[src/rtl/tabla_barrido_pkg.sv]
// Shared types and helpers for the truth-table sweeper.
// Used by the RTL and by benches that drive it.
package tabla_barrido_pkg;

    typedef enum logic [1:0] {
        IDLE = 2'd0,
        RUN  = 2'd1,
        DONE = 2'd2
    } state_t;

    // Number of vectors visited by one sweep of an n-bit input.
    function automatic int sweep_len(input int n);
        return 32'd1 << n;
    endfunction

endpackage

[src/rtl/tabla_barrido_bin2gray.sv]
// N-bit binary to reflected Gray encoder.
// Purely combinational.
module tabla_barrido_bin2gray #(
    parameter int N = 5
) (
    input  logic [N-1:0] bin,
    output logic [N-1:0] gray
);

    assign gray = bin ^ (bin >> 1);

endmodule

[src/rtl/tabla_barrido.sv]
// Exhaustive truth-table sweeper comparing two single-bit implementations.
// Steps vec through every value, dwells, counts mismatches and the first one.
module tabla_barrido
    import tabla_barrido_pkg::*;
#(
    parameter int N_IN  = 5,
    parameter int DWELL = 1,
    parameter bit GRAY  = 1'b0
) (
    input  logic            clk,
    input  logic            rst,
    input  logic            start,
    input  logic            f_a,
    input  logic            f_b,
    output logic [N_IN-1:0] vec,
    output logic            busy,
    output logic            done,
    output logic            pass,
    output logic [N_IN:0]   err_count,
    output logic            err_valid,
    output logic [N_IN-1:0] first_err
);

    localparam int DW = (DWELL > 1) ? $clog2(DWELL) : 1;
    localparam logic [DW-1:0]   DC_LAST  = DW'(DWELL - 1);
    localparam logic [N_IN-1:0] IDX_LAST = N_IN'(sweep_len(N_IN) - 1);

    state_t          state;
    logic [N_IN-1:0] idx;
    logic [DW-1:0]   dc;
    logic [N_IN-1:0] idx_next;
    logic [N_IN-1:0] enc_next;
    logic            mism;

    assign idx_next = idx + 1'b1;
    assign mism     = f_a ^ f_b;

    // Encode the next index as it is loaded into the vec register.
    generate
        if (GRAY) begin : g_gray
            tabla_barrido_bin2gray #(
                .N(N_IN)
            ) u_bin2gray (
                .bin  (idx_next),
                .gray (enc_next)
            );
        end else begin : g_bin
            assign enc_next = idx_next;
        end
    endgenerate

    // Sweep FSM with dwell counter and error capture; all outputs registered.
    always_ff @(posedge clk or posedge rst) begin
        if (rst) begin
            state     <= IDLE;
            idx       <= '0;
            dc        <= '0;
            vec       <= '0;
            busy      <= 1'b0;
            done      <= 1'b0;
            pass      <= 1'b0;
            err_count <= '0;
            err_valid <= 1'b0;
            first_err <= '0;
        end else begin
            unique case (state)
                IDLE, DONE: begin
                    if (start) begin
                        state     <= RUN;
                        idx       <= '0;
                        dc        <= '0;
                        vec       <= '0;
                        busy      <= 1'b1;
                        done      <= 1'b0;
                        pass      <= 1'b0;
                        err_count <= '0;
                        err_valid <= 1'b0;
                        first_err <= '0;
                    end
                end
                RUN: begin
                    if (dc == DC_LAST) begin
                        dc <= '0;
                        if (mism) begin
                            err_count <= err_count + 1'b1;
                            if (!err_valid) begin
                                err_valid <= 1'b1;
                                first_err <= vec;
                            end
                        end
                        if (idx == IDX_LAST) begin
                            // Last compare: vec keeps the final vector.
                            state <= DONE;
                            idx   <= '0;
                            busy  <= 1'b0;
                            done  <= 1'b1;
                            pass  <= (err_count == '0) && !mism;
                        end else begin
                            idx <= idx_next;
                            vec <= enc_next;
                        end
                    end else begin
                        dc <= dc + 1'b1;
                    end
                end
                default: state <= IDLE;
            endcase
        end
    end

endmodule

[config.mk]
export PLATFORM = sky130hd
export DESIGN_NAME = tabla_barrido
export DESIGN_NICKNAME = d
export VERILOG_FILES = /design/src/rtl/tabla_barrido_pkg.sv /design/src/rtl/tabla_barrido_bin2gray.sv /design/src/rtl/tabla_barrido.sv
export SDC_FILE = /design/constraint.sdc
export NUM_CORES = 1
export LEC_CHECK = 0
export ABC_AREA = 0
export CAP_MARGIN = 20
export CORE_MARGIN = 10
export CORE_UTILIZATION = 56
export CTS_CLUSTER_DIAMETER = 40
export DETAILED_ROUTE_END_ITERATION = 6
export PLACE_DENSITY = 0.84
export SYNTH_ARGS = -nofsm -noshare
export SYNTH_HDL_FRONTEND = slang
export SYNTH_SLANG_ARGS = --single-unit
[constraint.sdc]
create_clock -name clk -period 3.2 [get_ports clk]
set_input_delay 0.64 -clock clk [delete_from_list [all_inputs] [get_ports clk]]
set_output_delay 0.64 -clock clk [all_outputs]
set_load 0.01 [all_outputs]
==> metrics.md, run 1 <==
| Metric | Value |
|---|---|
| Worst R2R Start | idx[0]$_DFFE_PP0P_ |
| Req. time, crit path | 2560 ps |
| GRT Total Usage | 0.120 |
| Synth Area in Simple Gates | 0.200 |
| Async S/R FF share, synth | 1.00 |
| Vias | 1127 |
| Slew HR | 0.619 |
| Psw | ~600 µW |
| Peak VDD IR | ~0.58 mV |
| CTS Hold Bufs | 0 |
| Logic pwr share | 0.476 |
| Antenna cells | 0 |
| Area Overhead vs Synth | 18.8% |
| # rows | 18 |
| Die X | 70.9 µm |
| Clock slew at reported path FFs | 140 ps |
| Total negative setup slack | 0 ps |
| RR Endpoint | idx[3]$_DFFE_PP0P_ |
| Worst Skew | 1.89 ps |
| Largest stage delay, worst path | 590 ps |
| Worst EP arrival | 1440 ps |
| Clock group share of total power | 0.099 |
| Wirelength per Cell | 15.4 µm |
| First-pass GRT wire length | 5190 µm |
| CP Buf/Inv Count | 1 |
| Leak pwr | 0.000819 µW |
| Final setup fails | 0 |
| Number of flops mapped to enable cells by yosys | 0 |
| Fmax achieved | 481 MHz |
| Post-Syn Area per Cell | 10.0 µm² |
| Post-CTS Setup Bufs | 0 |
| Post-route DRC | 0 |
| H-tree depth | 1 |
| Hold Path Sink | pass$_DFFE_PP0P_ |
| Final Cycle Share | 0.649 |
| RSZ-0062 raised after global routing | no |
| CTS Sinks | 27 |
| Synth area leader | dfrtp_1 |
| Drt first pass iters | 4 |
| Drt first-iter violations | 97 |
| Yosys warns | 0 |
| Setup slack on the worst flop-to-flop path | 1130 ps |
| Max FO, Critical Path | 9 |
| Maxcap violations | 0 |
| Critical path launch point type | flop |
| CP cell instances | clkdlybuf4s50_1 |
| PortBufs | 24 |
| Post-Syn Instances | between 100 and 150 |
| Routed Antenna Nets | 0 |
| Flop pwr share | 0.424 |
| Hold Crit Depth | 2 |
| Drt total wl | 3030 µm |
| Family with the most delay on the worst path | buffers and inverters |
| Final hold violation count | 0 |
| Synth top area share | 0.465 |
| Crit-path slowest cell | clkdlybuf4s50_1 |
| CTS Buffer Depth | 2 |
| CTS root buffer | clkbuf_4 |
| Synthesized flop and latch total | 27 |
| Outcome | finished, final reports clean |
| Syn Std Cell Area | roughly 0.0015 mm² |
| Power density over cell area | 874 mW/mm² |
| Core box area | 0.00248 mm² |
| Mux contribution to synthesized area | 0.0775 |
| Internal | roughly 900 µW |
| Top FF cell, synth | dfrtp_1 |
| Final #Nets | around 180 |
| CTS tree | done |
| Worst-Margin Slew | ~570 ps |
| XOR/XNOR share of the synthesized area | 0.0301 |
| Post_cts resized | 0 |
| R2R depth | 6 |
| Adder-cell share of the synthesized area | 0.0431 |
| DIE AREA | 0.00503 mm² |
| Vias in the first global route | 1116 |
| Worst setup EP type | output port |
| Initial antenna violation count | 0 |
| Max Slew Vio Count | 0 |
| Mapped Nets | 155 |
| Main combinational cell family by area after synthesis | simple AND/OR/NAND/NOR gates |
| Vias/cell | 5.72 |
| Power, Total | 1510 µW |
| Worst-Skew Late Latency | 330 ps |
| Initial Util | 0.586 |
| Largest net degree at the start of global routing | 28 |
| Hold WC Path Type | reg2reg |
| Final GP Congestion | approximately 0.77 |
| Fin crit period | 2080 ps |
| Layout cells sized above 1 | 0.0599 |
| Critical path type | reg2out |
| DP Wirelength | 2220 µm |
| Sequential fraction of the synthesis area | 0.465 |
| Chip Height | just over 70 µm |
| I/O Pins | 25 |
| Switching Fraction | 0.396 |
| Min-delay src | pass$_DFFE_PP0P_ |
| Post-synthesis compound-gate area fraction | 0.129 |
| Total gr overflow | 0 |
| Largest cells by area after synthesis | dfrtp_1 47%, mux2i_1 6.2%, ha_1 4.3% |
| Yosys cell types | 40 |
| Cts bufs inserted | 3 |
registers in the layout, summed over array words and instances, names as in the netlist, 2 cells and up:
| signal | count |
|---|---|
| state | 2 |
| first_err | 5 |
| err_count | 6 |
| idx | 5 |
| vec | 5 |
metal layers:
layer | up-vias | GRT usage | part of all wire
met3 | 7 | 0.0363 | 0.063
met5 | - | 0 | 0
li1 | 552 | - | -
met2 | 29 | 0.193 | 0.47
met4 | 0 | 0.0495 | 0.016
met1 | 539 | 0.144 | 0.45
layout by cell type, fill, tap and decap left out, types with 5 or more instances in the layout:
master | netlist | final
nand2b_1 | 6 | 6
mux2i_1 | 9 | 9
o211ai_1 | 7 | 7
ha_1 | 5 | 5
clkdlybuf4s50_1 | 0 | 24
nand2_1 | 13 | 13
dfrtp_1 | 27 | 27
o21ai_0 | 7 | 7
nand3_1 | 11 | 11
inv_1 | 11 | 11
metrics by stage:
| step | area [µm²] | cells | setup slack [ps] | util | hold WS (ps) |
|---|---|---|---|---|---|
| after floorplan | 1450 | 145 | 1310 | - | 514 |
| after global placement | 1700 | 193 | 925 | 0.686 | 507 |
| after detailed placement | 1700 | 193 | 822 | 0.686 | 514 |
| after CTS | 1730 | 197 | 1120 | 0.696 | 533 |
| after global routing | 1730 | 197 | 991 | 0.696 | 567 |
| final | 1730 | 197 | 1120 | 0.696 | 528 |
worst max path at each step:
stage                     depth (start not counted)                  endpoint  slack, ps                      from
after global routing                              6        idx[3]$_DFFE_PP0P_        990        idx[0]$_DFFE_PP0P_
final                                             1              err_count[2]       1120  err_count[2]$_DFFE_PP0P_
after detailed placement                          4  first_err[3]$_DFFE_PP0P_        820                     start
after CTS                                         1              err_count[2]       1120  err_count[2]$_DFFE_PP0P_
after global placement                            4  first_err[4]$_DFFE_PP0P_        920                     start
after floorplan                                   6        vec[4]$_DFFE_PP0P_       1310        idx[0]$_DFFE_PP0P_
power by group through the flow:
stage	registers (µW)	clock network, µW	logic [µW]
after floorplan	645	0	422
after global placement	636	0	704
after detailed placement	644	0	725
after CTS	637	157	729
after global routing	666	166	799
final	640	150	718
cell usage after synthesis (3+ instances only):
master    number
buf_2          4
dfrtp_1       27
ha_1           5
inv_1         11
mux2i_1        9
nand2_1       13
nand2b_1       6
nand3_1       11
nand4_1        3
o211ai_1       7
o21ai_0        7
o21ai_1        3
xor2_1         3
kinds of logic after synthesis:
family,Yosys count
muxes,11
adders and majority gates,5
DFF,27
buffers and inverters,18
xor gates and xnor gates,5
AOI/OAI and AO/OA,28
and+or+nand+nor,51
layout make-up:
cell class / instances / area, µm²
fill: 193 / 752
clock buffer: 4 / 26.3
timing repair buffer: 25 / 248
multi-input combinational: 100 / 697
tap: 30 / 37.5
sequential: 27 / 676
inverter: 11 / 41.3
No activity file was read; power rests on OpenSTA's default activity.
==> inputs of run 2 (changes only) <==
Settings changed: CORE_UTILIZATION 56 to 47, PLACE_DENSITY 0.84 to 0.75.
Clock period 3.2 ns to 1.9 ns, I/O delays scaled along.
==> metrics.md, run 2 (synthesis results as in run 1) <==
| Metric | Value |
|---|---|
| Worst Skew | 4.68 ps (+2.79 ps) |
| GRT Total Usage | 0.123 (+0.00306) |
| Setup crit start | idx[0]$_DFFE_PP0P_ |
| Slew HR | 0.716 (+0.0971) |
| Initial antenna violation count | 0 (unchanged) |
| Fillers | 265 (+37%) |
| Antenna cells | 0 (unchanged) |
| First-pass GRT wire length | 5510 µm (+6.3%) |
| H-tree depth | 1 (unchanged) |
| Power density over cell area | 1450 mW/mm² (+66%) |
| Worst-Margin Slew | 426 ps (-142 ps) |
| Final setup fails | 0 (unchanged) |
| Total negative setup slack | 0 ps (unchanged) |
| Critical path launch point type | flop |
| Design Area, Final | 0.00183 mm² (+6.0%) |
| Post-route DRC | 0 (unchanged) |
| Setup slack on the worst flop-to-flop path | 70 ps (-1060 ps) |
| Layout cells sized above 1 | 0.145 (+0.0854) |
| Sequential cell area | 677 µm² (+0.19%) |
| # rows | 20 (+2) |
| Area Overhead vs Synth | 25.9% |
| PortBufs | 24 (unchanged) |
| Worst-Skew Late Latency | 330 ps (about the same) |
| Fmax achieved | 546 MHz |
| Final hold violation count | 0 (unchanged) |
| Cts bufs inserted | 3 (unchanged) |
| DIE AREA | 0.00571 mm² (+14%) |
| Pre-CTS WS | 49.4 ps (-772 ps) |
| Die X | 75.6 µm (+6.6%) |
| Max Slew Vio Count | 0 (unchanged) |
| Peak VDD IR | 0.649 mV (+12%) |
| Worst setup margin | 69.8 ps (-1050 ps) |
| Power, Total | 2650 µW (+76%) |
| Worst EP arrival | 2070 ps (+630 ps) |
| Hold slack final | 394 ps (-134 ps) |
| Critical path endpoint | vec[4]$_DFFE_PP0P_ |
| Total gr overflow | 0 (unchanged) |
| Multi-input gate area in the final layout | 713 µm² (+2.3%) |
| Hold WC Path Type | in2async |
| DP Area | 0.00179 mm² (+5.1%) |
| Outcome | finished, final reports clean |
| DP Wirelength | 2390 µm (+7.5%) |
| CTS Sinks | 27 (unchanged) |
| Vias | 1190 (+5.6%) |
| Chip Height | 75.6 µm (+6.6%) |
| Clock slew at reported path FFs | 140 ps (about the same) |
| Fin crit period | about 1800 ps |
| Core box area | 0.00300 mm² (+21%) |
| Most frequent cells in the layout | 26 x dfrtp_1, 24 x clkdlybuf4s50_1, 13 x nand2_1 |
| R2R depth | 6 (unchanged) |
| CTS Hold Bufs | 0 (unchanged) |
| Drt total wl | 3160 µm (+4.3%) |
| CTS Buffer Depth | 2 (unchanged) |
| Final Cycle Share | 0.963 |
| Largest reg by FF count | err_count |
| RSZ-0062 raised after global routing | no |
| Worst R2R Start | idx[0]$_DFFE_PP0P_ |
| Drt first-iter violations | 95 (-2.1%) |
| Max reg flops | 6 (unchanged) |
| I/O Pins | 25 (unchanged) |
| Worst setup EP type | flop |
| Commonest non-fill, non-tap cell in the layout | dfrtp_1 |
| Maxcap violations | 0 (unchanged) |
| CTS root buffer | clkbuf_4 |
| Leak pwr | 0.000867 µW (+5.9%) |
| Req. time, crit path | 2140 ps (-420 ps) |
| Post-CTS Setup Bufs | 0 (unchanged) |
| Critical path type | reg2reg |
| Max FO, Critical Path | 4 (-5) |
| Largest net degree at the start of global routing | 28 (unchanged) |
| CTS tree | done |
| Routed Antenna Nets | 0 (unchanged) |
| Drt first pass iters | 4 (unchanged) |
| RR Endpoint | vec[4]$_DFFE_PP0P_ |
| Wirelength per Cell | 14.9 µm (-3.1%) |
| Final #Nets | 190 (+6.7%) |
| Initial Util | 0.484 (-0.103) |
| Vias/cell | 5.61 (-1.9%) |
| Final GP Congestion | 0.878 (+14%) |
| Vias in the first global route | 1222 (+9.5%) |
| Post_cts resized | 0 (unchanged) |
-- run 2: layout make-up --
type,instances,share of cell area
clock buffers,4,0.0144
multi-input cells,101,0.390
inverters,11,0.0226
repair buffers,36,0.181
well taps,33,0.0226
flip-flops and latches,27,0.370
-- run 2: how the worst min path moves through the flow --
stage / startpoint / end / slack (ps) / cells past startpoint
after global placement: err_valid$_DFFE_PP0P_ / err_valid$_DFFE_PP0P_ / 500 / 2
after CTS: rst / vec[1]$_DFFE_PP0P_ / 400 / 3
after detailed placement: err_valid$_DFFE_PP0P_ / err_valid$_DFFE_PP0P_ / 500 / 2
after global routing: rst / vec[1]$_DFFE_PP0P_ / 410 / 3
final: rst / idx[2]$_DFFE_PP0P_ / 390 / 3
after floorplan: rst / busy$_DFFE_PP0P_ / 430 / 1
-- run 2: critical path: stages (launching register included) --
cell,delay [ps]
dfrtp_1,410
ha_1,220
and3_1,210
ha_2,200
nor2_2,130
mux2_2,350
a22o_1,220
-- run 2: metrics by stage --
step,utilization,instances
after CTS,0.603,211
after detailed placement,0.595,207
after global routing,0.609,212
after floorplan,-,145
final,0.609,212
after global placement,0.595,207
-- run 2: power breakdown --
| group | switching [µW] | leakage (µW) | internal, µW |
|---|---|---|---|
| clock network | 168 | 0.0000150 | 82.4 |
| logic | 617 | 0.000524 | 745 |
| registers | 237 | 0.000329 | 804 |
| total | 1020 | 0.000867 | 1630 |
-- run 2: layer usage --
metal,vias up,part of all wire,global-route usage
met2,29,0.49,0.206
met4,0,0.015,0.0474
li1,580,-,-
met3,5,0.068,0.0378
met5,-,0,0
met1,576,0.43,0.143
